**src/rtl/wb_pkg.sv**
```systemverilog
// -----------------------------------------------------------------------------
// wb_pkg
// Shared definitions for the register-file writeback arbiter:
//   - default datapath / register-address widths
//   - source codes used on the writeback mux select (wb_sel)
//   - default starvation-guard limit for pending ALU results
// -----------------------------------------------------------------------------
package wb_pkg;

   localparam int WB_DATA_W   = 32;
   localparam int WB_REG_AW   = 5;
   localparam int WB_MAX_WAIT = 4;

   // Writeback mux select: 0 routes data1 (ALU), 1 routes data2 (load).
   typedef enum logic {
      WB_SRC_ALU = 1'b0,
      WB_SRC_LD  = 1'b1
   } wb_src_e;

endpackage : wb_pkg

```
**src/rtl/wb_hold_slot.sv**
```systemverilog
// -----------------------------------------------------------------------------
// wb_hold_slot
// One-entry valid/ready holding register for a writeback source.
//
// Ports:
//   clk, rst          clock, synchronous active-high reset
//   in_valid/in_ready upstream handshake; transfer when both are high
//   in_data, in_rd    payload captured on transfer
//   pop               arbiter grant: the held item leaves this cycle
//   full              slot holds an item
//   data, rd          held payload (meaningful only while full)
// -----------------------------------------------------------------------------
module wb_hold_slot
   import wb_pkg::*;
#(
   parameter int DATA_W = WB_DATA_W,
   parameter int REG_AW = WB_REG_AW
) (
   input  logic              clk,
   input  logic              rst,
   input  logic              in_valid,
   output logic              in_ready,
   input  logic [DATA_W-1:0] in_data,
   input  logic [REG_AW-1:0] in_rd,
   input  logic              pop,
   output logic              full,
   output logic [DATA_W-1:0] data,
   output logic [REG_AW-1:0] rd
);

   logic              full_q, full_d;
   logic [DATA_W-1:0] data_q, data_d;
   logic [REG_AW-1:0] rd_q,   rd_d;
   logic              push;

   // Ready while empty, or while the current item is leaving so a new one can
   // enter on the same edge. Held low during reset.
   assign in_ready = !rst && (!full_q || pop);
   assign push     = in_valid && in_ready;

   always_comb begin
      // NOTE: every output of a combinational block gets a default first, so
      // no path through the if-chain leaves it unassigned (no latch).
      full_d = full_q;
      data_d = data_q;
      rd_d   = rd_q;
      if (push) begin
         full_d = 1'b1;
         data_d = in_data;
         rd_d   = in_rd;
      end else if (pop) begin
         full_d = 1'b0;
      end
   end

   always_ff @(posedge clk) begin
      // NOTE: state registers use non-blocking assignment so every flop samples
      // pre-edge values regardless of block ordering.
      if (rst) begin
         full_q <= 1'b0;
      end else begin
         full_q <= full_d;
      end
   end

   // NOTE: the payload is not reset; it is only observed while full_q is set,
   // and full_q is reset, so a reset on the wide data path buys nothing.
   always_ff @(posedge clk) begin
      data_q <= data_d;
      rd_q   <= rd_d;
   end

   assign full = full_q;
   assign data = data_q;
   assign rd   = rd_q;

endmodule : wb_hold_slot

```
**src/rtl/writeback_arbiter.sv**
```systemverilog
// -----------------------------------------------------------------------------
// writeback_arbiter
// Shares the register-file write port between the ALU result and the load
// return path. Each source has a one-entry holding slot; one winner per cycle
// is moved into a registered output stage feeding writebackmux and the
// register-file write enable/address.
//
// Ports:
//   clk, rst                          clock, synchronous active-high reset
//   alu_valid/alu_ready, alu_data/rd  ALU result handshake and payload
//   ld_valid/ld_ready,   ld_data/rd   load return handshake and payload
//   wb_data1 / wb_data2               ALU / load lane to writebackmux
//   wb_sel                            mux select (0 = ALU, 1 = load)
//   wb_en, wb_rd                      register-file write enable and address
//
// Optional feature macro: WB_STARVE_GUARD_EN
//   defined   - a pending ALU result that has lost MAX_WAIT times in a row is
//               forced through ahead of the load.
//   undefined - strict load priority, no wait counter.
// -----------------------------------------------------------------------------
module writeback_arbiter
   import wb_pkg::*;
#(
   parameter int DATA_W   = WB_DATA_W,
   parameter int REG_AW   = WB_REG_AW,
   parameter int MAX_WAIT = WB_MAX_WAIT
) (
   input  logic              clk,
   input  logic              rst,
   input  logic              alu_valid,
   output logic              alu_ready,
   input  logic [DATA_W-1:0] alu_data,
   input  logic [REG_AW-1:0] alu_rd,
   input  logic              ld_valid,
   output logic              ld_ready,
   input  logic [DATA_W-1:0] ld_data,
   input  logic [REG_AW-1:0] ld_rd,
   output logic [DATA_W-1:0] wb_data1,
   output logic [DATA_W-1:0] wb_data2,
   output logic              wb_sel,
   output logic              wb_en,
   output logic [REG_AW-1:0] wb_rd
);

   if (MAX_WAIT < 1 || MAX_WAIT > 15) begin : g_bad_max_wait
      $error("writeback_arbiter: MAX_WAIT must be in 1..15");
   end

   logic              alu_full, ld_full;
   logic              alu_grant, ld_grant, alu_force;
   logic [DATA_W-1:0] alu_slot_data, ld_slot_data;
   logic [REG_AW-1:0] alu_slot_rd, ld_slot_rd;

   wb_hold_slot #(.DATA_W(DATA_W), .REG_AW(REG_AW)) u_alu_slot (
      .clk      (clk),
      .rst      (rst),
      .in_valid (alu_valid),
      .in_ready (alu_ready),
      .in_data  (alu_data),
      .in_rd    (alu_rd),
      .pop      (alu_grant),
      .full     (alu_full),
      .data     (alu_slot_data),
      .rd       (alu_slot_rd)
   );

   wb_hold_slot #(.DATA_W(DATA_W), .REG_AW(REG_AW)) u_ld_slot (
      .clk      (clk),
      .rst      (rst),
      .in_valid (ld_valid),
      .in_ready (ld_ready),
      .in_data  (ld_data),
      .in_rd    (ld_rd),
      .pop      (ld_grant),
      .full     (ld_full),
      .data     (ld_slot_data),
      .rd       (ld_slot_rd)
   );

`ifdef WB_STARVE_GUARD_EN
   logic [3:0] alu_wait_q, alu_wait_d;

   assign alu_force = alu_full && ld_full && (alu_wait_q == 4'(MAX_WAIT));

   // Counts consecutive losses of a pending ALU item; saturates at MAX_WAIT.
   always_comb begin
      alu_wait_d = alu_wait_q;
      if (!alu_full || alu_grant) begin
         alu_wait_d = '0;
      end else if (alu_wait_q != 4'(MAX_WAIT)) begin
         alu_wait_d = alu_wait_q + 4'd1;
      end
   end

   always_ff @(posedge clk) begin
      if (rst) begin
         alu_wait_q <= '0;
      end else begin
         alu_wait_q <= alu_wait_d;
      end
   end
`else
   assign alu_force = 1'b0;
`endif

   // Load wins whenever present unless the ALU is being forced through.
   assign ld_grant  = ld_full && !alu_force;
   assign alu_grant = alu_full && !ld_grant;

   logic [DATA_W-1:0] wb_data1_q, wb_data1_d;
   logic [DATA_W-1:0] wb_data2_q, wb_data2_d;
   wb_src_e           wb_sel_q,   wb_sel_d;
   logic              wb_en_q,    wb_en_d;
   logic [REG_AW-1:0] wb_rd_q,    wb_rd_d;

   // Only the granted lane updates; the other lane keeps its last value.
   // A granted item addressed to x0 is consumed without a write enable.
   always_comb begin
      wb_data1_d = wb_data1_q;
      wb_data2_d = wb_data2_q;
      wb_sel_d   = wb_sel_q;
      wb_rd_d    = wb_rd_q;
      wb_en_d    = 1'b0;
      if (ld_grant) begin
         wb_data2_d = ld_slot_data;
         wb_sel_d   = WB_SRC_LD;
         wb_rd_d    = ld_slot_rd;
         wb_en_d    = |ld_slot_rd;
      end else if (alu_grant) begin
         wb_data1_d = alu_slot_data;
         wb_sel_d   = WB_SRC_ALU;
         wb_rd_d    = alu_slot_rd;
         wb_en_d    = |alu_slot_rd;
      end
   end

   always_ff @(posedge clk) begin
      if (rst) begin
         wb_data1_q <= '0;
         wb_data2_q <= '0;
         wb_sel_q   <= WB_SRC_ALU;
         wb_en_q    <= 1'b0;
         wb_rd_q    <= '0;
      end else begin
         wb_data1_q <= wb_data1_d;
         wb_data2_q <= wb_data2_d;
         wb_sel_q   <= wb_sel_d;
         wb_en_q    <= wb_en_d;
         wb_rd_q    <= wb_rd_d;
      end
   end

   assign wb_data1 = wb_data1_q;
   assign wb_data2 = wb_data2_q;
   assign wb_sel   = wb_sel_q;
   assign wb_en    = wb_en_q;
   assign wb_rd    = wb_rd_q;

endmodule : writeback_arbiter

```
**config.mk**
```make
export PLATFORM = sky130hd
export DESIGN_NAME = writeback_arbiter
export DESIGN_NICKNAME = d
export VERILOG_FILES = /design/src/rtl/wb_pkg.sv /design/src/rtl/wb_hold_slot.sv /design/src/rtl/writeback_arbiter.sv
export SDC_FILE = /design/constraint.sdc
export NUM_CORES = 1
export LEC_CHECK = 0
export ABC_CLOCK_PERIOD_IN_PS = 2900
export BUFFER_PORTS_ARGS = -buffer_cell sky130_fd_sc_hd__buf_2
export CAP_MARGIN = 20
export CELL_PAD_IN_SITES_DETAIL_PLACEMENT = 2
export CELL_PAD_IN_SITES_GLOBAL_PLACEMENT = 2
export CORE_ASPECT_RATIO = 1.5
export CORE_UTILIZATION = 33
export DETAILED_ROUTE_END_ITERATION = 16
export PLACE_DENSITY = 0.83
export SETUP_SLACK_MARGIN = 0.02
export SLEW_MARGIN = 30
export SYNTH_ARGS = -nofsm -noshare
export SYNTH_HDL_FRONTEND = slang
export SYNTH_SLANG_ARGS = --single-unit
```
**constraint.sdc**
```tcl
create_clock -name clk -period 2.9 [get_ports clk]
set_clock_uncertainty 0.2 [all_clocks]
set_input_delay 0.145 -clock clk [delete_from_list [all_inputs] [get_ports clk]]
set_output_delay 0.145 -clock clk [all_outputs]
set_load 0.01 [all_outputs]
```
# ---- Yosys cells after proc, flatten, opt, wreduce, memory -nomap -nowiden
# Index checks and enable logic that the tools add are counted.
dict set report totals {
  register_bits 147
  word_cells 33
}
dict set report op_classes {
  reduce_logical 13
  muxes 8
  bitwise 1
}
# cell count
set ops {}
lappend ops {{$mux W5} 2}
lappend ops {{$reduce_or A5 Y1} 2}
lappend ops {{$mux W1} 6}
lappend ops {{$logic_and A1 B1 Y1} 4}
lappend ops {{$reduce_bool A2 Y1} 2}
lappend ops {{$logic_not A1 Y1} 3}
lappend ops {{$reduce_and A2 Y1} 1}
lappend ops {{$logic_or A1 B1 Y1} 1}
lappend ops {{$not A1 Y1} 1}

# ---- Logic depth before layout (Yosys ltp)
# Gate-level depths: netlist of run 1.
dict set report logic_depth {
  word_depth 6
  mapped_depth 6
}

# ---- Hierarchy
# From an unflattened synthesis of run 1, not the netlist that was laid out.
dict set report hier_totals {
  cells_unflattened 361
  area_unflattened_um2 5057.4
}
# module area_each_um2 instances cells_each
set modules_own_cells {}
lappend modules_own_cells {writeback_arbiter 2715.1 1 277}
lappend modules_own_cells {wb_hold_slot 1171.1 2 42}

# ---- Least setup slack after synthesis of run 1
# No wires, ideal clock.
dict set report synth_timing {
  path_kind {input -> register}
  startpoint {input port rst}
  endpoint {register u_ld_slot.data_q[0], in the netlist u_ld_slot.data[0], enable pin}
  slack_ps 288
  stages 2
  arrival_ps 1977
  setup_time_ps 436
  path_buffers 1
  cell_sequence {buf_2 -> nor2b_1}
}
dict set report synth_between {
  elab_chain_len 2
}
# item line_no
set synth_rtl {}
lappend synth_rtl {{start: declaration} writeback_arbiter.sv:29} ;# input logic rst,
lappend synth_rtl {{$logic_not A1 Y1} wb_hold_slot.sv:38} ;# assign in_ready = !rst && (!full_q || pop);
lappend synth_rtl {{$logic_and A1 B1 Y1} wb_hold_slot.sv:39} ;# assign push = in_valid && in_ready;
lappend synth_rtl {{end signal: assignment} wb_hold_slot.sv:69} ;# data_q <= data_d;
lappend synth_rtl {{end: declaration} wb_hold_slot.sv:32} ;# logic [DATA_W-1:0] data_q, data_d;
# No other way between the ends.
# A chain may end at the register's enable or synchronous reset.

# ---- Worst setup path in the final report of run 1
dict set report layout_timing {
  startpoint {register u_alu_slot.full_q, in the netlist u_alu_slot.full}
  endpoint {register wb_en_q, in the netlist wb_en}
}
dict set report layout_between {
  elab_chain_len 3
}
# item line_no
set layout_rtl {}
lappend layout_rtl {{start: declaration} wb_hold_slot.sv:31} ;# logic full_q, full_d;
lappend layout_rtl {{start signal: assignment} wb_hold_slot.sv:62} ;# full_q <= full_d;
lappend layout_rtl {{$logic_and A1 B1 Y1} writeback_arbiter.sv:108} ;# assign alu_grant = alu_full && !ld_grant;
lappend layout_rtl {{$mux W1} writeback_arbiter.sv:129} ;# end else if (alu_grant) begin
lappend layout_rtl {{$mux W1} writeback_arbiter.sv:124} ;# if (ld_grant) begin
lappend layout_rtl {{end signal: assignment} writeback_arbiter.sv:148} ;# wb_en_q <= wb_en_d;
lappend layout_rtl {{end: declaration} writeback_arbiter.sv:113} ;# logic wb_en_q, wb_en_d;
# No other way between the ends.

==> run metrics, run 1 <==
Fillers 1442; Worst Path Arrival 2.09 ns; die height 151 um; Setup crit end kind register; FF+latch area 0.00368 mm^2; met2 wire len 8340 um; count of buffer and inverter cells on the critical path 0; largest buffer count on any clock path 2; via count about 3600; # rows 54; Ant. Diodes 0; unrepaired setup endpoints after global routing false; Critical Path RT 3.02 ns; core area 0.0145 mm^2; post-route setup TNS 0 ns; area leader, netlist edfxtp_1; antenna viol nets, final 0; Period Utilization, post-route 67.7%; first-pass GRT wire length 21500 um; Post-Syn Area 0.00491 mm^2; Die W around 100 um; GPL Wtd Cong about 0.8; top cell type's share of synthesized area between 40% and 50%; # port buffers 150; P_leak between 2 and 3 nW; relative slew slack 44.9%; Final Hold Viols 0; IO Count 151; outcome finished, final reports clean; register area share after synthesis 74.9%; Worst path top cell family by delay simple AND/OR/NAND/NOR gates; area delta synth->final 45.5%; WL/cell 17.9 um; PwrDens 694 mW/mm^2; total clock sinks around 150; Worst Setup Start Kind register; drt pass-1 iters 4; pin count of the biggest net entering global routing 75; Slew Limit Fails 0; placed cell areas 0.00580 mm^2; CTS buffer count 17; initial antenna violation count 0; worst path cell trace nor2b_4 -> o21ai_1 -> a21oi_1; setup bufs post-CTS 0; multi-input logic area 0.00107 mm^2; worst hold slack about 0.23 ns; grt ovf 0; CTS tree built; worst-path fanout max 33; final net count 667; Tot GR Track Use 19.4%; met3 WL 545 um; cells after synthesis 360; top layer in use met4; yosys warns 0; Syn Area/Cell 13.7 um^2; Root Buffer clkbuf_16; Final Cell Area about 0.0072 mm^2; syn nets 438; routed wire length 14300 um; Netlist cell types 19; ranking of synthesized cells by area edfxtp_1, dfxtp_1, mux2i_1; clk slew on worst S/H paths 0.06 ns; VDD IR-drop max between 0.2 and 0.3 mV; drt via density 4.53; flop and latch count out of synthesis ~150; clk_lat worst skew slightly above 0.4 ns; number of DRC markers in iteration 0 48; Max-Cap Viols 0; WL met1 between 5000 and 6000 um; HP Class input pin to register; H-tree lvl count 4; Worst Tran Pin Value between 0.8 and 0.9 ns; crit path max-delay cell type nor2b_4; Slowest Stage Delay on Critical Path 0.73 ns; fmax between 500 and 600 MHz; fin crit period 1.96 ns; layout cells sized above 1 32.2%; initial core utilization between 30% and 40%; type of the worst setup path register to register; HPWL after detailed placement 8440 um; total die area approximately 0.015 mm^2; DRC viols 0; vias in the first global route around 4100; final setup violating endpoints 0
-- worst register-to-register path, cell delays in order, from the launching register on --
cell     delay [ns]
dfxtp_1        0.54
nor2b_4        0.74
o21ai_1        0.19
a21oi_1        0.21
-- layer usage --
layer / global-route usage (%) / up-vias
met5: 0 / -
met4: 7.90 / 0
met3: 5.09 / 24
met2: 37.9 / 103
met1: 18.7 / 1793
li1: - / 1691
-- cell type report --
cell class | instances | area share (%)
repair buffers | 231 | 21.7
well taps | 196 | 3.43
flip-flops and latches | 147 | 51.5
multi-input cells | 190 | 15.0
inverters | 2 | 0.105
clock inverters | 12 | 2.20
clock buffers | 20 | 6.11
-- cell usage after synthesis --
library cell and count:
edfxtp_1 74, dfxtp_1 73, nand2_1 64, nor2_1 39, mux2i_1 37, a21oi_1 36, buf_6 7, clkbuf_1 5
mux2_2 5, buf_2 4, buf_4 4, inv_1 2, nor2b_1 2, o21ai_1 2, or4_1 2, and2_1 1
clkbuf_8 1, nor2b_4 1, or2b_4 1
-- final timing paths --
path | start | to | slack (ns) | depth (start not counted)
worst max-delay path | u_alu_slot.full$_SDFFE_PP0P_ | wb_en$_SDFF_PP0_ | 0.94 | 3
worst min-delay path | rst | u_ld_slot.rd[3]$_DFFE_PP_ | 0.23 | 3
worst max register to register | u_alu_slot.full$_SDFFE_PP0P_ | wb_en$_SDFF_PP0_ | 0.94 | 3
worst min register to register | wb_data1[8]$_SDFFE_PP0P_ | wb_data1[8]$_SDFFE_PP0P_ | 0.26 | 2
-- stage by stage --
step	power (mW)	cells	worst slack, ns	util (%)
floorplan	2.55	360	0.288	-
global route	5.15	798	0.789	49.2
finish	4.96	798	0.935	49.2
detailed placement	2.71	690	0.927	39.9
CTS	5.02	798	0.902	49.2
global placement	2.68	690	0.991	39.9
-- what timing repair did --
action,in CTS,in global routing
endpoints found under the hold margin,76,0
hold buffers,76,0
resized for setup,0,0
-- cells by family after synthesis --
kind of cell	synth area share, %
AOI/OAI and AO/OA	3.87
DFF	74.9
muxes	8.68
buffers and inverters	3.44
and+or+nand+nor	9.06
-- state kept, by name, indices dropped and copies added, names as in the netlist --
register and count:
wb_rd 5, u_alu_slot.rd 5, u_ld_slot.rd 5, wb_data1 32, u_alu_slot.full 1, u_ld_slot.data 32
wb_sel 1, wb_en 1, u_alu_slot.data 32, wb_data2 32, u_ld_slot.full 1
-- layout by cell type, fill, tap and decap left out, types with 3 or more instances in the layout --
cell,netlist,layout
clkbuf_16,0,17
dlygate4sd3_1,0,76
buf_2,4,150
nand2_1,64,64
edfxtp_1,74,74
mux2i_1,37,37
clkbuf_1,5,3
clkinvlp_4,0,3
buf_4,4,5
a21oi_1,36,36
nor2_1,39,39
mux2_2,5,5
dfxtp_1,73,72
bufinv_16,0,3
clkinv_4,0,3
-- report_power, final --
part | internal [mW] | total [mW] | switching (mW)
clock network | 1.36 | 2.22 | 0.858
registers | 2.30 | 2.35 | 0.0531
logic | 0.196 | 0.394 | 0.198
total | 3.86 | 4.96 | 1.11
(Power assumes the default switching activity.)
==> run 2: changes to the inputs <==
ABC_CLOCK_PERIOD_IN_PS = 1950   (was 2900)
clock period = 1.95 ns   (was 2.9 ns; I/O delays follow)
==> run 2 against run 1 <==
  * Power increased by 53%
  * Cell count increased by 0.50%
  * Critical endpoint unchanged
  * Flip-flop and latch count unchanged
  * Register-to-register slack got worse by 0.71 ns
  * Fmax increased by 14%
  * Count of clock-buffer cells in the layout increased by 1
  * Die area unchanged
==> run metrics, run 2 (same netlist as run 1, synthesis figures left out) <==
initial antenna violation count 0; routed wire length 15700 um; Die W around 100 um; hold_sp rst; vias in the first global route 4188; most common library cell in the layout ignoring fill and taps buf_2; # rows 54; HPWL after detailed placement 8690 um; via count 3623; IO Count about 150; Final Hold Viols 0; Slowest Stage Delay on Critical Path around 0.56 ns; P_leak 3.01 nW; Tot GR Track Use a little over a fifth; Worst Tran Pin Value 0.475 ns; WL/cell 19.5 um; final setup violating endpoints 0; CTS tree built; VDD IR-drop max 0.531 mV; r2r worst-path depth 3; Hold Crit Endpoint u_ld_slot.data[23]$_DFFE_PP_; grt ovf 0; commonest cells after routing, fill and taps aside buf_2, dlygate4sd3_1, edfxtp_1; Final Total Pwr 7.60 mW; final net count 670; antenna viol nets, final 0; total clock sinks 147; worst path cell trace or4_1 -> o21ai_1 -> a21oi_1; total die area 0.0154 mm^2; GPL Wtd Cong 0.733; startpoint of the worst register-to-register path u_ld_slot.rd[2]$_DFFE_PP_; type of the worst setup path register to register; initial core utilization about a third; HP Class input pin to register; area delta synth->final 47.2%; CTS buffer count 17; # port buffers 150; drt via density 4.52; PwrDens 1050 mW/mm^2; crit path max-delay cell type or4_1; r2r setup slk 0.22 ns; H-tree lvl count 4; relative slew slack roughly 68%; first-pass GRT wire length 23400 um; clk_lat worst skew 0.41 ns; unrepaired setup endpoints after global routing false; setup bufs post-CTS 0; Slew Limit Fails 0; R2R Path End wb_en$_SDFF_PP0_; Worst Setup Start Kind register; die height 151 um; DRC viols 0; count of buffer and inverter cells on the critical path 0; Root Buffer clkbuf_16; drt pass-1 iters 4; Worst Path Arrival 1.79 ns; Setup crit end kind register; worst-path fanout max 2; largest buffer count on any clock path 2; Worst path top cell family by delay simple AND/OR/NAND/NOR gates; Fillers 1423; post-route setup TNS 0 ns; outcome finished, final reports clean; Max-Cap Viols 0; fin crit period 1.73 ns; pin count of the biggest net entering global routing 40; fmax between 500 and 600 MHz; Critical Path RT about 2 ns; worst hold path depth 3; layout cells sized above 1 32.4%; clk slew on worst S/H paths 0.06 ns; number of DRC markers in iteration 0 48; Period Utilization, post-route approximately nine tenths; core area around 0.015 mm^2
## run 2: report_power, final
part | switching (mW) | internal, mW
clock network | 1.32 | 2.16
logic | 0.307 | 0.304
registers | 0.0863 | 3.42
total | 1.71 | 5.88
## run 2: stage by stage
| step | setup WS, ns | std cells | util, % | hold WS [ns] | instance area (um^2) |
|---|---|---|---|---|---|
| after global placement | 0.453 | 693 | 40.3 | 0.0746 | 5860 |
| after detailed placement | 0.303 | 693 | 40.3 | 0.0767 | 5860 |
| after floorplan | 0.0681 | 360 | - | -0.00363 | 4920 |
| final | 0.222 | 802 | 49.8 | 0.117 | 7240 |
| after CTS | 0.225 | 801 | 49.8 | 0.0776 | 7230 |
| after global routing | 0.150 | 801 | 49.8 | 0.105 | 7230 |
## run 2: final cells by class
type / instances / area, um^2 / share of cell area, %
Multi-Input combinational cell: 190 / 1070 / 14.8
Antenna cell: 1 / 2.50 / 0.0346
Tap cell: 196 / 245 / 3.39
Clock buffer: 21 / 440 / 6.09
Clock inverter: 11 / 175 / 2.42
Timing Repair Buffer: 234 / 1610 / 22.2
Sequential cell: 147 / 3680 / 50.9
Inverter: 2 / 7.51 / 0.104
## run 2: worst min-delay path: stages
cell and delay (ns):
buf_2 0.20, nor2b_4 0.08, buf_12 0.16
## run 2: metal layers
| metal | global-route usage [%] | vias to the layer above | wire, um |
|---|---|---|---|
| met5 | 0 | - | 0 |
| li1 | - | 1702 | - |
| met2 | 42.0 | 107 | 9140 |
| met1 | 20.4 | 1792 | 5500 |
| met3 | 5.23 | 22 | 588 |
| met4 | 9.13 | 0 | 419 |
## run 2: worst max path at each step
stage	end	depth (start not counted)	startpoint
detailed placement	wb_data1[20]$_SDFFE_PP0P_	4	u_alu_slot.full$_SDFFE_PP0P_
finish	wb_en$_SDFF_PP0_	3	u_ld_slot.rd[2]$_DFFE_PP_
floorplan	u_alu_slot.data[0]$_DFFE_PP_	3	u_ld_slot.full$_SDFF_PP0_
global placement	wb_data1[17]$_SDFFE_PP0P_	4	u_alu_slot.full$_SDFFE_PP0P_
CTS	wb_data1[20]$_SDFFE_PP0P_	4	u_alu_slot.full$_SDFFE_PP0P_
global route	wb_data1[20]$_SDFFE_PP0P_	4	u_alu_slot.full$_SDFFE_PP0P_
## run 2: what timing repair did
| action | 4_1_cts | 5_1_grt |
|---|---|---|
| hold buffers | 76 | 0 |
| hold endpoints to repair | 76 | 0 |
| resized for setup | 0 | 0 |
==> run 3: changes to the inputs <==
CORE_ASPECT_RATIO = 0.75   (was 1.5)
==> run 3 against run 2 <==
  * Power rose by 3.1%
  * Combinational power fell by 1%
  * Flip-flop and latch count is the same
  * Register-to-register slack better by 0.14 ns
  * Critical path type is now input pin to output port
  * Critical endpoint is now ld_ready
  * Highest routed layer unchanged
==> run metrics, run 3 (same netlist as run 1, synthesis figures left out) <==
Top cell by count, worst path buf_2; placed insts 696; HP Class input pin to register; drt pass-1 iters 4; Ant. Diodes 0; Slew Limit Fails 0; Root Buffer clkbuf_16; CTS buffer count 17; IO Count 151; worst path cell trace dlygate4sd3_1 -> buf_2 -> buf_4 -> inv_1 -> buf_2; most common library cell in the layout ignoring fill and taps buf_2; largest buffer count on any clock path 2; total die area 0.0154 mm^2; number of DRC markers in iteration 0 approximately 130; Tot GR Track Use between 20% and 30%; Critical Path RT about 1.7 ns; worst-path fanout max 38; worst hold path depth 2; grt ovf 0; final setup violating endpoints 0; Final WS setup 0.215 ns; Worst Path Arrival 1.44 ns; pin count of the biggest net entering global routing 39; relative slew slack between 60 and 70%; clk slew on worst S/H paths 0.07 ns; Max-Cap Viols 0; drt via density 4.52; r2r worst-path depth 3; hold buffers post-CTS 77; commonest cells after routing, fill and taps aside buf_2, dlygate4sd3_1, edfxtp_1; crit path max-delay cell type dlygate4sd3_1; first-pass GRT wire length 22700 um; outcome finished, final reports clean; area delta synth->final 48.3%; unrepaired setup endpoints after global routing false; fmax 576 MHz; vias in the first global route 4131; post-route setup TNS 0 ns; combinational share of power 7.7%; Reg power frac between 40% and 50%; Pint roughly 6 mW; Final Hold Viols 0; DRC viols 0; Setup crit end kind output port; P_leak 3.03 nW; fin crit period 1.73 ns; final net count 670; Slowest Stage Delay on Critical Path 0.53 ns; layout cells sized above 1 32.2%; Period Utilization, post-route 89.0%; core area 0.0145 mm^2; Place WS 0.380 ns; routed wire length ~15000 um; Clk pwr share 47.5%; clk_lat worst skew 0.42 ns; Sw Share 21.7%; die height 108 um; fin cells ~800; P_sw 1.70 mW; Worst Tran Pin Value 0.464 ns; WL/cell about 19 um; initial antenna violation count 0; post_cts resized 0; H-tree lvl count 4; Die W 143 um; total clock sinks 147; # port buffers 150; CTS tree built; HPWL after detailed placement 8820 um; initial core utilization 33.9%; antenna viol nets, final 0; GPL Wtd Cong between 0.6 and 0.7; Worst Setup Start Kind input pin; # rows 38; VDD IR-drop max approximately 0.56 mV; PwrDens 1070 mW/mm^2; type of the worst setup path input pin to output port; setup bufs post-CTS 0; r2r setup slk 0.36 ns; Final Total Pwr 7.83 mW; worst hold slack 0.191 ns; via count about 3600
## run 3: stage by stage
step	cell area, um^2	utilization (%)
global placement	5850	40.4
floorplan	4920	-
finish	7290	50.3
CTS	7290	50.3
detailed placement	5850	40.4
global route	7290	50.3
## run 3: worst paths after layout
kind / from / endpoint
setup / recovery: rst / ld_ready
hold / removal: ld_data[1] / u_ld_slot.data[1]$_DFFE_PP_
setup reg to reg: u_alu_slot.full$_SDFFE_PP0P_ / wb_data1[25]$_SDFFE_PP0P_
hold reg to reg: wb_data1[3]$_SDFFE_PP0P_ / wb_data1[3]$_SDFFE_PP0P_
## run 3: power by group through the flow
| stage | Clock (mW) | Combinational, mW | Sequential (mW) |
|---|---|---|---|
| 2_1_floorplan | 0 | 0.222 | 3.58 |
| 3_3_place_gp | 0 | 0.447 | 3.55 |
| 3_5_place_dp | 0 | 0.475 | 3.57 |
| 4_1_cts | 3.79 | 0.602 | 3.50 |
| 5_1_grt | 3.92 | 0.656 | 3.52 |
| 6_report | 3.72 | 0.604 | 3.50 |
## run 3: per-layer routing
metal / up-vias / share of wire (%) / global-route usage (%) / wire length, um
met2: 97 / 56 / 40.5 / 8430
met1: 1815 / 39 / 21.2 / 5800
met5: - / 0 / 0 / 0
met4: 0 / 1.8 / 7.68 / 271
li1: 1705 / - / - / -
met3: 21 / 3.1 / 4.09 / 466
## run 3: worst max-delay path: cells and delay by family
kind	cells	cell delay (ns)
buffers and inverters	5	1.32
## run 3: layout make-up
type / count / area, um^2
fillers: 1439 / 7210
well taps: 200 / 250
inverters: 2 / 7.51
flip-flops and latches: 147 / 3680
clock inverters: 13 / 231
multi-input cells: 190 / 1070
repair buffers: 234 / 1610
clock buffers: 19 / 433
